## config.mk

```make
export PLATFORM = sky130hd
export DESIGN_NAME = div_sqrt_iter
export DESIGN_NICKNAME = d
export VERILOG_FILES = /design/src/rtl/div_sqrt_pkg.sv /design/src/rtl/div_sqrt_step.sv /design/src/rtl/div_sqrt_iter.sv
export SDC_FILE = /design/constraint.sdc
export NUM_CORES = 1
export LEC_CHECK = 0
export CAP_MARGIN = 40
export CORE_MARGIN = 10
export CORE_UTILIZATION = 30
export DETAILED_ROUTE_END_ITERATION = 10
export SLEW_MARGIN = 10
export SYNTH_ARGS = -nofsm -noshare
export SYNTH_HDL_FRONTEND = slang
export SYNTH_SLANG_ARGS = --single-unit
```

## constraint.sdc

```tcl
create_clock -name clock -period 12.1 [get_ports clock]
set_input_delay 2.42 -clock clock [delete_from_list [all_inputs] [get_ports clock]]
set_output_delay 2.42 -clock clock [all_outputs]
set_load 0.01 [all_outputs]
```

## src/rtl/div_sqrt_pkg.sv

```systemverilog
// Shared encodings for the iterative divide / square-root unit:
// operation codes, controller states and exception flag bit positions.
package div_sqrt_pkg;

    typedef enum logic [1:0] {
        OP_UDIV = 2'b00,
        OP_SDIV = 2'b01,
        OP_SQRT = 2'b10,
        OP_RSVD = 2'b11
    } op_e;

    typedef enum logic [1:0] {
        IDLE = 2'b00,
        ITER = 2'b01,
        FIX  = 2'b10,
        DONE = 2'b11
    } state_e;

    // exceptionFlags = {divByZero, overflow}
    localparam int FLAG_DBZ = 1;
    localparam int FLAG_OVF = 0;

endpackage

```

## src/rtl/div_sqrt_step.sv

```systemverilog
// One radix-2 restoring step shared by divide (one dividend bit brought down)
// and square root (two radicand bits brought down, trial value 4*root+1).
module div_sqrt_step #(
    parameter int WIDTH = 32
) (
    input  logic             sqrt_mode,
    input  logic [WIDTH-1:0] rem_in,
    input  logic [1:0]       bits_in,
    input  logic [WIDTH-1:0] divisor,
    input  logic [WIDTH-1:0] root_in,
    output logic [WIDTH-1:0] rem_out,
    output logic             q_bit
);
    logic [WIDTH+1:0] partial;
    logic [WIDTH+1:0] trial;
    logic [WIDTH-1:0] diff;

    always_comb begin
        if (sqrt_mode) begin
            partial = {rem_in, bits_in};
            trial   = {root_in, 2'b01};
        end else begin
            partial = {1'b0, rem_in, bits_in[1]};
            trial   = {2'b00, divisor};
        end
    end

    // A successful subtraction always leaves a value that fits in WIDTH bits,
    // so the low bits alone give the exact difference.
    assign q_bit   = (partial >= trial);
    assign diff    = partial[WIDTH-1:0] - trial[WIDTH-1:0];
    assign rem_out = q_bit ? diff : partial[WIDTH-1:0];

endmodule

```

## src/rtl/div_sqrt_iter.sv

```systemverilog
// Iterative unsigned/signed divider and integer square root with a
// valid/ready request side, a held result side and a synchronous flush.
module div_sqrt_iter
    import div_sqrt_pkg::*;
#(
    parameter int WIDTH = 32,
    parameter int TAG_W = 4
) (
    input  logic             clock,
    input  logic             reset,
    input  logic             flush,
    output logic             inReady,
    input  logic             inValid,
    input  logic [1:0]       op,
    input  logic [TAG_W-1:0] tagIn,
    input  logic [WIDTH-1:0] a,
    input  logic [WIDTH-1:0] b,
    output logic             outValid,
    input  logic             outReady,
    output logic [TAG_W-1:0] tagOut,
    output logic [WIDTH-1:0] quotient,
    output logic [WIDTH-1:0] remainder,
    output logic [1:0]       exceptionFlags
);
    localparam int CNT_W = $clog2(WIDTH);

    state_e            state_reg;
    logic [CNT_W-1:0]  count_reg;
    logic              sqrt_reg;
    logic              neg_q_reg;
    logic              neg_r_reg;
    logic              dbz_reg;
    logic              ovf_reg;
    logic [WIDTH-1:0]  a_raw_reg;
    logic [WIDTH-1:0]  num_reg;
    logic [WIDTH-1:0]  den_reg;
    logic [WIDTH-1:0]  rem_reg;
    logic [WIDTH-1:0]  quo_reg;
    logic              out_valid_reg;
    logic [TAG_W-1:0]  tag_reg;
    logic [TAG_W-1:0]  tag_out_reg;
    logic [WIDTH-1:0]  quotient_reg;
    logic [WIDTH-1:0]  remainder_reg;
    logic [1:0]        flags_reg;

    logic              is_sqrt;
    logic              is_signed;
    logic              a_neg;
    logic              b_neg;
    logic [WIDTH-1:0]  a_mag;
    logic [WIDTH-1:0]  b_mag;
    logic [WIDTH-1:0]  step_rem;
    logic              step_bit;
    logic [WIDTH-1:0]  quotient_next;
    logic [WIDTH-1:0]  remainder_next;
    logic [1:0]        flags_next;

    // Reserved op 11 falls through to unsigned divide.
    assign is_sqrt   = (op == OP_SQRT);
    assign is_signed = (op == OP_SDIV);
    assign a_neg     = is_signed && a[WIDTH-1];
    assign b_neg     = is_signed && b[WIDTH-1];
    assign a_mag     = a_neg ? (~a + 1'b1) : a;
    assign b_mag     = b_neg ? (~b + 1'b1) : b;

    assign inReady        = (state_reg == IDLE) && !flush && !reset;
    assign outValid       = out_valid_reg;
    assign tagOut         = tag_out_reg;
    assign quotient       = quotient_reg;
    assign remainder      = remainder_reg;
    assign exceptionFlags = flags_reg;

    div_sqrt_step #(.WIDTH(WIDTH)) u_step (
        .sqrt_mode (sqrt_reg),
        .rem_in    (rem_reg),
        .bits_in   (num_reg[WIDTH-1:WIDTH-2]),
        .divisor   (den_reg),
        .root_in   (quo_reg),
        .rem_out   (step_rem),
        .q_bit     (step_bit)
    );

    // Special cases override the magnitude result computed by the iterations.
    always_comb begin
        flags_next           = '0;
        flags_next[FLAG_DBZ] = dbz_reg;
        flags_next[FLAG_OVF] = ovf_reg;
        if (dbz_reg) begin
            quotient_next  = '1;
            remainder_next = a_raw_reg;
        end else if (ovf_reg) begin
            quotient_next  = a_raw_reg;
            remainder_next = '0;
        end else begin
            quotient_next  = neg_q_reg ? (~quo_reg + 1'b1) : quo_reg;
            remainder_next = neg_r_reg ? (~rem_reg + 1'b1) : rem_reg;
        end
    end

    always_ff @(posedge clock or posedge reset) begin
        if (reset) begin
            state_reg     <= IDLE;
            count_reg     <= '0;
            sqrt_reg      <= 1'b0;
            neg_q_reg     <= 1'b0;
            neg_r_reg     <= 1'b0;
            dbz_reg       <= 1'b0;
            ovf_reg       <= 1'b0;
            a_raw_reg     <= '0;
            num_reg       <= '0;
            den_reg       <= '0;
            rem_reg       <= '0;
            quo_reg       <= '0;
            tag_reg       <= '0;
            out_valid_reg <= 1'b0;
            tag_out_reg   <= '0;
            quotient_reg  <= '0;
            remainder_reg <= '0;
            flags_reg     <= '0;
        end else if (flush) begin
            state_reg     <= IDLE;
            out_valid_reg <= 1'b0;
        end else begin
            case (state_reg)
                IDLE: begin
                    if (inValid) begin
                        state_reg <= ITER;
                        sqrt_reg  <= is_sqrt;
                        tag_reg   <= tagIn;
                        a_raw_reg <= a;
                        num_reg   <= is_sqrt ? a : a_mag;
                        den_reg   <= b_mag;
                        rem_reg   <= '0;
                        quo_reg   <= '0;
                        neg_q_reg <= a_neg ^ b_neg;
                        neg_r_reg <= a_neg;
                        dbz_reg   <= !is_sqrt && (b == '0);
                        ovf_reg   <= is_signed && (a == {1'b1, {(WIDTH-1){1'b0}}}) && (b == '1);
                        count_reg <= is_sqrt ? CNT_W'(WIDTH/2 - 1) : CNT_W'(WIDTH - 1);
                    end
                end
                ITER: begin
                    rem_reg   <= step_rem;
                    quo_reg   <= {quo_reg[WIDTH-2:0], step_bit};
                    num_reg   <= sqrt_reg ? {num_reg[WIDTH-3:0], 2'b00}
                                          : {num_reg[WIDTH-2:0], 1'b0};
                    count_reg <= count_reg - 1'b1;
                    if (count_reg == '0) begin
                        state_reg <= FIX;
                    end
                end
                FIX: begin
                    state_reg     <= DONE;
                    out_valid_reg <= 1'b1;
                    tag_out_reg   <= tag_reg;
                    quotient_reg  <= quotient_next;
                    remainder_reg <= remainder_next;
                    flags_reg     <= flags_next;
                end
                DONE: begin
                    if (outReady) begin
                        state_reg     <= IDLE;
                        out_valid_reg <= 1'b0;
                    end
                end
                default: state_reg <= IDLE;
            endcase
        end
    end

endmodule

```

==> flow_summary.yaml <==
run_status:
  result_of_the_run: "complete, no violations"
drt:
  drc_errors: 0
  dr.first_iter.drc_count: 1213
  route.vias.total: 13890
  detail_routed_via_count_per_cell: 5.277
  drt_pre_antenna_iters: 5
  final_antenna_net_count: 0
  wl_per_cell_um: 20.17
  routed_wire_length_um: 53070
timing:
  final.min_clock_period_ns: 6.260
  share_of_the_clock_period_used_by_the_worst_path_after_layout_pct: 51.74
  final.setup.tns_ns: 0
  finalSetupViolCount: 0
  fin_worst_hold_slack_ns: 0.4687
  slew_viol_final: 0
  finalHoldViolCount: 0
  clock_skew_ns: 0.02638
  slew-limit-headroom_pct: 40.25
  rsz0062_at_grt: "no"
  worst-slew-pin-transition_ns: 0.8963
  achievable-frequency_ghz: 0.1597
global_routing:
  grtUsageMet3_pct: 2.849
  grt_max_degree: 102
  global_route_usage_over_all_layers_pct: 16.31
  first_global_vias: 13480
  grtUsageMet1_pct: 23.38
  globalRouteOverflowTotal: 0
  antenna_violations_before_repair: 2
  busiest_layer: "met2"
  gr-usage-met2_pct: 24.10
  grt_pass1_wl_um: 81770
placed_design:
  port_buffer_cells: 146
  hpwl_um: 40440
  postPlaceCellArea_mm2: 0.01803
  final_wtd_congestion: 0.9195
finish:
  area_delta_synth_final_pct: 20.46
  drive_above_1_share_pct: 8.492
  postLayoutCellArea_mm2: 0.01915
  design.final.nets: 2040
  antenna_cells_inserted: 0
floorplanning:
  pin_count: 147
  rows: 84
  die-area_mm2: 0.06262
  core_area_mm2: 0.05255
  floorplan.initialDensity_pct: 30.26
  die_w_um: 250.2
  floorplan.die.height_um: 250.2
power:
  sequentialPowerShare_pct: 28.0
  p_sw_share_pct: 44.24
  static_leakage_nw: 8.073
  pwr-share-clk_pct: 18.3
  power-per-cell-area_mw_per_mm2: 289.5
  p_switching_mw: 2.453
  power.share.combinational_pct: 53.6
  internal_power_mw: 3.092
  maximum_vdd_ir_drop_uv: 151.3
yosys:
  count_of_state_elements_after_synthesis: 247
  synth-edff-count: 0
  seq_area_frac_synth_pct: 38.87
  synth.net_count: 1966
  synth.largest_area_cell: "sky130_fd_sc_hd__dfrtp_1"
  yosys_warnings: 0
  syn_inst: 1845
  netlist.area_leader.share_pct: 38.87
  most_common_cell_in_the_synthesized_netlist: "sky130_fd_sc_hd__nand2_1"
  yosys-top-cells-count: "sky130_fd_sc_hd__nand2_1, sky130_fd_sc_hd__dfrtp_1, sky130_fd_sc_hd__o21ai_0, sky130_fd_sc_hd__a21oi_1, sky130_fd_sc_hd__nor2_1"
  synth_area_leaders: "sky130_fd_sc_hd__dfrtp_1, sky130_fd_sc_hd__nand2_1, sky130_fd_sc_hd__o21ai_0"
  ys_dominant_reg_cell: "sky130_fd_sc_hd__dfrtp_1"
  post_synthesis_mean_instance_area_um2: 8.619
  yosysUniqueCellTypes: 73
  synthesis.area_mm2: 0.01590
  async_flop_share_pct: 100.0
cts:
  cts_hold_buf: 0
  tritoncts_num_sinks: 247
  clk_latency_ns: 0.60
  post-cts-setup-buffers: 0
  cts_h_tree_depth: 1
  inserted_clock_buffers: 30
  tritoncts_clock_tree: "yes"
  cts_resized: 0
  clock_tree.buffer_depth: 3
  clock-root-buffer: "sky130_fd_sc_hd__clkbuf_16"
  cts.reportedPaths.clkPinSlew_ns: 0.06
critical_path:
  stage_delay_of_the_slowest_cell_on_the_critical_path_ns: 0.59
  critical_path.startpoint_type: "input port"
  crit_fanout: 9
  path_buf_inv: 2
  critPathRequiredTime_ns: 9.68
  worst_path_max_delay_cell: "sky130_fd_sc_hd__clkdlybuf4s50_1"
  critical-path-top-cell-by-count: "sky130_fd_sc_hd__clkdlybuf4s50_1"
  critical_path_class: "in -> out"
  path_cells: "clkdlybuf4s50_1 > nor3b_1 > clkdlybuf4s50_1"
  cp_top_family: "buffers and inverters"
  worstPathArrival_ns: 3.84
  critPathCaptureType: "output port"
min_path:
  worstHoldPathType: "reg -> reg"
run:
  drv.max_cap_violation_count: 0
-- per-layer routing --
| metal | part of all wire, % | vias to the layer above |
|---|---|---|
| li1 | - | 6673 |
| met4 | 3.4 | 0 |
| met1 | 47 | 6686 |
| met3 | 6.8 | 77 |
| met5 | 0 | - |
| met2 | 43 | 449 |
-- per-stage QoR --
stage	setup WS, ns	instances	power [mW]	util [%]
3_3_place_gp	5.823	2569	4.429	34.02
4_1_cts	5.827	2631	5.543	36.45
3_5_place_dp	5.840	2575	4.508	34.31
2_1_floorplan	2.893	1845	3.483	-
6_report	5.840	2631	5.545	36.45
5_1_grt	5.722	2631	5.928	36.45
-- placed cells by master, fill, tap and decap left out, types with 44 or more instances in the layout --
master and n:
sky130_fd_sc_hd__mux2_2 63, sky130_fd_sc_hd__ha_1 44, sky130_fd_sc_hd__mux2i_1 92, sky130_fd_sc_hd__xnor2_1 66, sky130_fd_sc_hd__dfrtp_1 245, sky130_fd_sc_hd__xor2_1 73
sky130_fd_sc_hd__nor2_1 130, sky130_fd_sc_hd__o21ai_0 203, sky130_fd_sc_hd__a21oi_1 147, sky130_fd_sc_hd__clkdlybuf4s50_1 146, sky130_fd_sc_hd__nand2_1 277
-- cells by family (layout without fill, tap and decap cells) --
logic type | count (synthesis) | in the layout | synth area share (%)
fa+ha+maj | 46 | 46 | 3.667
xor+xnor | 139 | 139 | 7.656
buf+inv | 156 | 254 | 3.816
flops | 247 | 247 | 38.87
simple gates | 598 | 598 | 17.27
mux | 155 | 155 | 10.25
compound gates | 504 | 504 | 18.47
-- final timing paths --
kind | start | endpoint | slack, ns | depth (start not counted)
hold / removal | tag_reg[1] | tagOut[1] | 0.47 | 2
min in group asynchronous | reset | outValid | 2.41 | 2
setup / recovery | flush | inReady | 5.84 | 3
hold reg to reg | tag_reg[1] | tagOut[1] | 0.47 | 2
setup reg to reg | sqrt_reg | rem_reg[1] | 6.51 | 13
max in group asynchronous | reset | quotient[10] | 8.42 | 4
-- tightest hold or removal path: cells and delay by family (launching register included) --
kind	cells	cell delay [ns]
flip-flops	1	0.34
AND/OR/NAND/NOR	2	0.10
-- layout make-up --
cell class | instances | area (um^2)
fill | 5288 | 33400
multi-input combinational | 1442 | 9129
sequential | 247 | 6186
timing repair buffer | 168 | 1734
tap | 688 | 860.8
clock buffer | 37 | 817.0
clock inverter | 19 | 307.8
inverter | 30 | 120.1
-- power by group through the flow --
stage	clock [mW]	sequential (mW)	combinational, mW
after floorplan	0	1.41	2.07
after global placement	0	1.55	2.88
after detailed placement	0	1.56	2.95
after CTS	1.03	1.55	2.96
after global routing	1.07	1.59	3.27
final	1.02	1.56	2.97
No activity file was read; power rests on OpenSTA's default activity.
